### config.mk
export PLATFORM = sky130hd
export DESIGN_NAME = video_timing_gen
export DESIGN_NICKNAME = d
export VERILOG_FILES = /design/src/rtl/video_timing_gen.sv
export SDC_FILE = /design/constraint.sdc
export NUM_CORES = 1
export LEC_CHECK = 0
export ABC_AREA = 1
export CAP_MARGIN = 10
export CORE_UTILIZATION = 58
export CTS_BUF_LIST = sky130_fd_sc_hd__clkbuf_8
export DETAILED_ROUTE_END_ITERATION = 16
export PLACE_DENSITY = 0.8
export SKIP_CTS_REPAIR_TIMING = 1
export SLEW_MARGIN = 40
export SYNTH_ARGS = -nofsm -noshare
export SYNTH_HDL_FRONTEND = slang
export SYNTH_SLANG_ARGS = --single-unit
### constraint.sdc
create_clock -name clk -period 12.8 [get_ports clk]
set_clock_uncertainty 0.2 [all_clocks]
set_input_delay 2.56 -clock clk [delete_from_list [all_inputs] [get_ports clk]]
set_output_delay 2.56 -clock clk [all_outputs]
set_load 0.03 [all_outputs]
### src/rtl/video_timing_gen.sv
// Combined horizontal/vertical video timing generator with programmable porches and resolution.
// Staged configuration is committed at a frame boundary, or right away while the counters are idle.
module video_timing_gen #(
  parameter int CNT_WIDTH = 11,
  parameter int HSYNC_POL = 0,
  parameter int VSYNC_POL = 0,
  parameter int H_RES_D   = 640,
  parameter int H_FP_D    = 16,
  parameter int H_SYNC_D  = 96,
  parameter int H_BP_D    = 48,
  parameter int V_RES_D   = 480,
  parameter int V_FP_D    = 10,
  parameter int V_SYNC_D  = 2,
  parameter int V_BP_D    = 33
) (
  input  logic                        clk,
  input  logic                        reset,
  input  logic                        enable,
  input  logic [1:0]                  step_sel,
  input  logic                        cfg_we,
  input  logic [2:0]                  cfg_addr,
  input  logic [CNT_WIDTH-2:0]        cfg_data,
  input  logic                        cfg_commit,
  output logic                        cfg_pending,
  output logic                        hsync,
  output logic                        vsync,
  output logic                        hblank,
  output logic                        vblank,
  output logic                        blank,
  output logic signed [CNT_WIDTH-1:0] x,
  output logic signed [CNT_WIDTH-1:0] y,
  output logic                        line_end,
  output logic                        frame_end
);

  localparam int unsigned FW = CNT_WIDTH - 1;
  localparam int unsigned WW = CNT_WIDTH + 1;

  localparam int H_HT_D = H_FP_D + H_SYNC_D + H_BP_D;
  localparam int V_HT_D = V_FP_D + V_SYNC_D + V_BP_D;

  // Register file layout matches cfg_addr: 0..3 horizontal, 4..7 vertical.
  localparam logic [7:0][FW-1:0] CFG_D = {
    FW'(V_BP_D), FW'(V_SYNC_D), FW'(V_FP_D), FW'(V_RES_D),
    FW'(H_BP_D), FW'(H_SYNC_D), FW'(H_FP_D), FW'(H_RES_D)
  };

  localparam logic [2:0] A_H_RES  = 3'd0;
  localparam logic [2:0] A_H_FP   = 3'd1;
  localparam logic [2:0] A_H_SYNC = 3'd2;
  localparam logic [2:0] A_H_BP   = 3'd3;
  localparam logic [2:0] A_V_RES  = 3'd4;
  localparam logic [2:0] A_V_FP   = 3'd5;
  localparam logic [2:0] A_V_SYNC = 3'd6;
  localparam logic [2:0] A_V_BP   = 3'd7;

  function automatic logic signed [WW-1:0] ext(input logic [FW-1:0] v);
    return signed'({{(WW-FW){1'b0}}, v});
  endfunction

  logic [7:0][FW-1:0]          stg_q;
  logic [7:0][FW-1:0]          stg_d;
  logic [7:0][FW-1:0]          act_q;
  logic [7:0][FW-1:0]          act_d;
  logic signed [WW-1:0]        step_w;
  logic signed [WW-1:0]        x_w;
  logic signed [WW-1:0]        y_w;
  logic signed [WW-1:0]        x_sum;
  logic signed [WW-1:0]        h_ht;
  logic signed [WW-1:0]        v_ht;
  logic signed [WW-1:0]        new_h_ht;
  logic signed [WW-1:0]        new_v_ht;
  logic signed [CNT_WIDTH-1:0] x_d;
  logic signed [CNT_WIDTH-1:0] y_d;
  logic                        apply;
  logic                        pending_d;
  logic                        hs_in;
  logic                        vs_in;

  // Staging contents as seen at the next edge; a same-cycle write joins a commit.
  always_comb begin
    stg_d = stg_q;
    if (cfg_we) begin
      stg_d[cfg_addr] = cfg_data;
    end
  end

  // Counter advance, wrap strobes and configuration apply.
  always_comb begin
    case (step_sel)
      2'b00:   step_w = WW'(1);
      2'b01:   step_w = WW'(2);
      default: step_w = WW'(4);
    endcase

    x_w      = WW'(x);
    y_w      = WW'(y);
    x_sum    = x_w + step_w;
    h_ht     = ext(act_q[A_H_FP]) + ext(act_q[A_H_SYNC]) + ext(act_q[A_H_BP]);
    v_ht     = ext(act_q[A_V_FP]) + ext(act_q[A_V_SYNC]) + ext(act_q[A_V_BP]);
    new_h_ht = ext(stg_d[A_H_FP]) + ext(stg_d[A_H_SYNC]) + ext(stg_d[A_H_BP]);
    new_v_ht = ext(stg_d[A_V_FP]) + ext(stg_d[A_V_SYNC]) + ext(stg_d[A_V_BP]);

    line_end  = enable && (x_sum >= ext(act_q[A_H_RES]));
    frame_end = line_end && (y_w >= (ext(act_q[A_V_RES]) - WW'(1)));
    apply     = (cfg_pending || cfg_commit) && (frame_end || !enable);

    x_d       = x;
    y_d       = y;
    act_d     = act_q;
    pending_d = cfg_pending;

    if (apply) begin
      act_d     = stg_d;
      pending_d = 1'b0;
      x_d       = CNT_WIDTH'(-new_h_ht);
      y_d       = CNT_WIDTH'(-new_v_ht);
    end else begin
      if (cfg_commit) begin
        pending_d = 1'b1;
      end
      if (enable) begin
        if (line_end) begin
          x_d = CNT_WIDTH'(-h_ht);
          y_d = frame_end ? CNT_WIDTH'(-v_ht) : CNT_WIDTH'(y_w + WW'(1));
        end else begin
          x_d = CNT_WIDTH'(x_sum);
        end
      end
    end
  end

  // Sync windows: -(SYNC+BP) <= cnt < -BP.
  always_comb begin
    hs_in = (x_w >= -(ext(act_q[A_H_SYNC]) + ext(act_q[A_H_BP]))) && (x_w < -ext(act_q[A_H_BP]));
    vs_in = (y_w >= -(ext(act_q[A_V_SYNC]) + ext(act_q[A_V_BP]))) && (y_w < -ext(act_q[A_V_BP]));
  end

  assign hsync  = (HSYNC_POL != 0) ? hs_in : !hs_in;
  assign vsync  = (VSYNC_POL != 0) ? vs_in : !vs_in;
  assign hblank = x[CNT_WIDTH-1];
  assign vblank = y[CNT_WIDTH-1];
  assign blank  = hblank | vblank;

  always_ff @(posedge clk or posedge reset) begin
    if (reset) begin
      stg_q       <= CFG_D;
      act_q       <= CFG_D;
      x           <= CNT_WIDTH'(-H_HT_D);
      y           <= CNT_WIDTH'(-V_HT_D);
      cfg_pending <= 1'b0;
    end else begin
      stg_q       <= stg_d;
      act_q       <= act_d;
      x           <= x_d;
      y           <= y_d;
      cfg_pending <= pending_d;
    end
  end

endmodule

==> results.py <==
metrics = {
    "finish": {
        "fin_cells": 2072,
        "final_cell_mix": "nand2_1 (438), inv_1 (235), ha_1 (190), dfrtp_1 (138), o21ai_0 (102)",
        "finalNetCount": 1993,
        "areaGrowthSynthToFinish_pct": 7.88,
        "layout_commonest_cell": "nand2_1",
        "drive_above_1_share": 0.0548,
        "num_antenna_cells": 0,
    },
    "synthesis": {
        "synth_area_sq_um": 14000,
        "yosysUniqueCellTypes": 36,
        "syn-mean-instance-area_sq_um": 8.15,
        "syn_nets": 1969,
        "yosysWarnings": 0,
        "syn-instance-count": 1716,
        "yosysSeqAreaShare": 0.332,
        "synth_seq_cells": 183,
    },
    "floorplan": {
        "rows": 56,
        "core-area_sq_um": 23500,
        "io_pins": 50,
        "dieHeight_um": 157,
        "initial_core_util": 0.594,
        "dieWidth_um": 157,
        "die_area_sq_um": 24700,
    },
    "critical_path": {
        "path_class": "input pin to output pin",
        "slowest_delay_ns": 0.75,
        "arrival_ns": 6.53,
        "critPathLaunchType": "input pin",
        "crit_path_frequent_cell": "nand2_1",
        "crit_chain": "clkdlybuf4s50_1 > nor2_1 > ha_1 > fa_1 > nand3_1 > nand2_1 > nand3_1 > xor2_1 > inv_1 > ha_1 > nand2_1 > o21a_1 > nand2_1 > nand2_1 > nand3_2 > nand2_2 > inv_1 > clkdlybuf4s50_1",
        "cp_slowest_cell": "clkdlybuf4s50_1",
        "path_max_fanout": 16,
        "cp-end-kind": "output pin",
        "required_ns": 10.04,
    },
    "grt": {
        "grt_pass1_wl_mm": 56.2,
        "grt_max_degree": 82,
        "overflow": 0,
        "grt_pass1_vias": 11091,
        "antenna_found_initial": 0,
        "grt_usage": 0.299,
    },
    "sta": {
        "finalMaxSlewViolations": 0,
        "finalWorstSetupSlack_ns": 3.51,
        "hold_viol": 0,
        "maxSlewHeadroom": 0.454,
        "timing.setup.tns_ns": 0,
        "min_period_over_period": 0.726,
        "rsz0062_at_grt": "false",
        "min_period_ns": 9.29,
        "setup_violations": 0,
        "max_freq_mhz": 108,
        "tightest_slew_ns": 0.817,
        "fin_hold_ws_ns": 0.291,
    },
    "clock_network": {
        "clkSlewWorstSetupHoldPaths_ns": 0.10,
        "htree_num_levels": 4,
        "cts_tree": "done",
        "root_buffer": "clkbuf_8",
        "cts_buffers": 17,
        "clock-sinks": 183,
        "cts_buffer_depth": 2,
        "clkLatencyLatePin_ns": 0.50,
    },
    "place": {
        "hpwlAfterDp_mm": 27.3,
        "gp_congestion": 0.927,
        "dp_slack_ns": 3.54,
        "post-place-cells": 2040,
        "port_buffers": 49,
    },
    "flow_run": {
        "cap_violations": 0,
    },
    "hold_path": {
        "hold_path_class": "register to register",
    },
    "drt": {
        "via_count": 11266,
        "wirelength_mm": 35.0,
        "drt-initial-drc-count": 661,
        "post_drt_wl_per_cell_um": 16.9,
        "viasPerCell": 5.44,
        "drc": 0,
        "antenna_left": 0,
        "first_pass_iters": 5,
    },
    "outcome": {
        "status": "finished, final reports clean",
    },
}
## final timing paths
check,from,end,slack [ns],depth (start not counted)
hold / removal,act_q[61],act_q[61],0.29,2
hold reg to reg,act_q[61],act_q[61],0.29,2
max in group asynchronous,reset,stg_q[63],8.88,3
min in group asynchronous,reset,y[3],2.31,2
setup / recovery,step_sel[1],line_end,3.51,18
setup reg to reg,act_q[40],x[8],7.66,20
## logic make-up (layout without fill, tap and decap cells)
logic type / after synthesis / after routing / synth area share
adder cells (fa/ha/maj): 233 / 233 / 0.232
flip-flops: 183 / 183 / 0.332
XOR/XNOR: 88 / 88 / 0.0551
AND/OR/NAND/NOR: 641 / 641 / 0.188
AO/OA/AOI/OAI: 283 / 283 / 0.109
buffers and inverters: 288 / 325 / 0.0846
## area by class of cell
| class | instances | area, sq um |
|---|---|---|
| multi-input combinational | 1245 | 8160 |
| clock buffer | 18 | 248 |
| timing repair buffer | 55 | 539 |
| fill | 2079 | 8460 |
| tap | 319 | 399 |
| inverter | 238 | 898 |
| sequential | 183 | 4640 |
| clock inverter | 14 | 194 |
## state kept, by name, summed over array words and instances, names as in the netlist
signal / cells
y: 11
stg_q: 80
cfg_pending: 1
x: 11
act_q: 80
## worst max-delay path: cells and delay by family
kind	cells	cell delay, ns
buffers and inverters	4	1.71
AO/OA/AOI/OAI	1	0.18
AND/OR/NAND/NOR	9	1.01
adder cells (fa/ha/maj)	3	0.92
XOR/XNOR	1	0.15
## synthesized netlist by cell type, drive strengths merged
| cell | instances | share of area |
|---|---|---|
| dfrtp | 138 | 0.25 |
| nor3 | 19 | 0.0068 |
| o31ai | 3 | 0.0016 |
| nand3 | 72 | 0.027 |
| ha | 190 | 0.17 |
| nor2 | 81 | 0.022 |
| a21oi | 81 | 0.031 |
| xor2 | 64 | 0.040 |
| dfstp | 45 | 0.085 |
| o221ai | 1 | 0.00063 |
| a21o | 4 | 0.0021 |
| and2 | 1 | 0.00045 |
| clkbuf | 21 | 0.0056 |
| nand3b | 4 | 0.0021 |
| nand2 | 442 | 0.12 |
| nand4 | 22 | 0.0098 |
| a211oi | 5 | 0.0027 |
| buf | 29 | 0.015 |
| clkinv | 1 | 0.00027 |
| fa | 43 | 0.062 |
| a21boi | 3 | 0.0016 |
| o211ai | 7 | 0.0038 |
| o21ai | 169 | 0.061 |
| inv | 237 | 0.064 |
| o21bai | 5 | 0.0027 |
| xnor2 | 24 | 0.015 |
| o21a | 5 | 0.0027 |
## per-layer routing
| layer | up-vias | track usage | share of wire |
|---|---|---|---|
| met5 | - | 0 | 0 |
| met1 | 5325 | 0.372 | 0.43 |
| met2 | 260 | 0.523 | 0.50 |
| met3 | 74 | 0.0328 | 0.035 |
| met4 | 0 | 0.135 | 0.038 |
| li1 | 5607 | - | - |
## through the flow
stage                     area (sq um)  utilization
after floorplan                  14000            -
after global placement           14600        0.622
after detailed placement         14600        0.622
after CTS                        15100        0.640
after global routing             15100        0.640
final                            15100        0.640
Power is left out: the tool's default activity adds up to more than one toggle a clock period on the data nets, which glitch-free logic cannot reach.
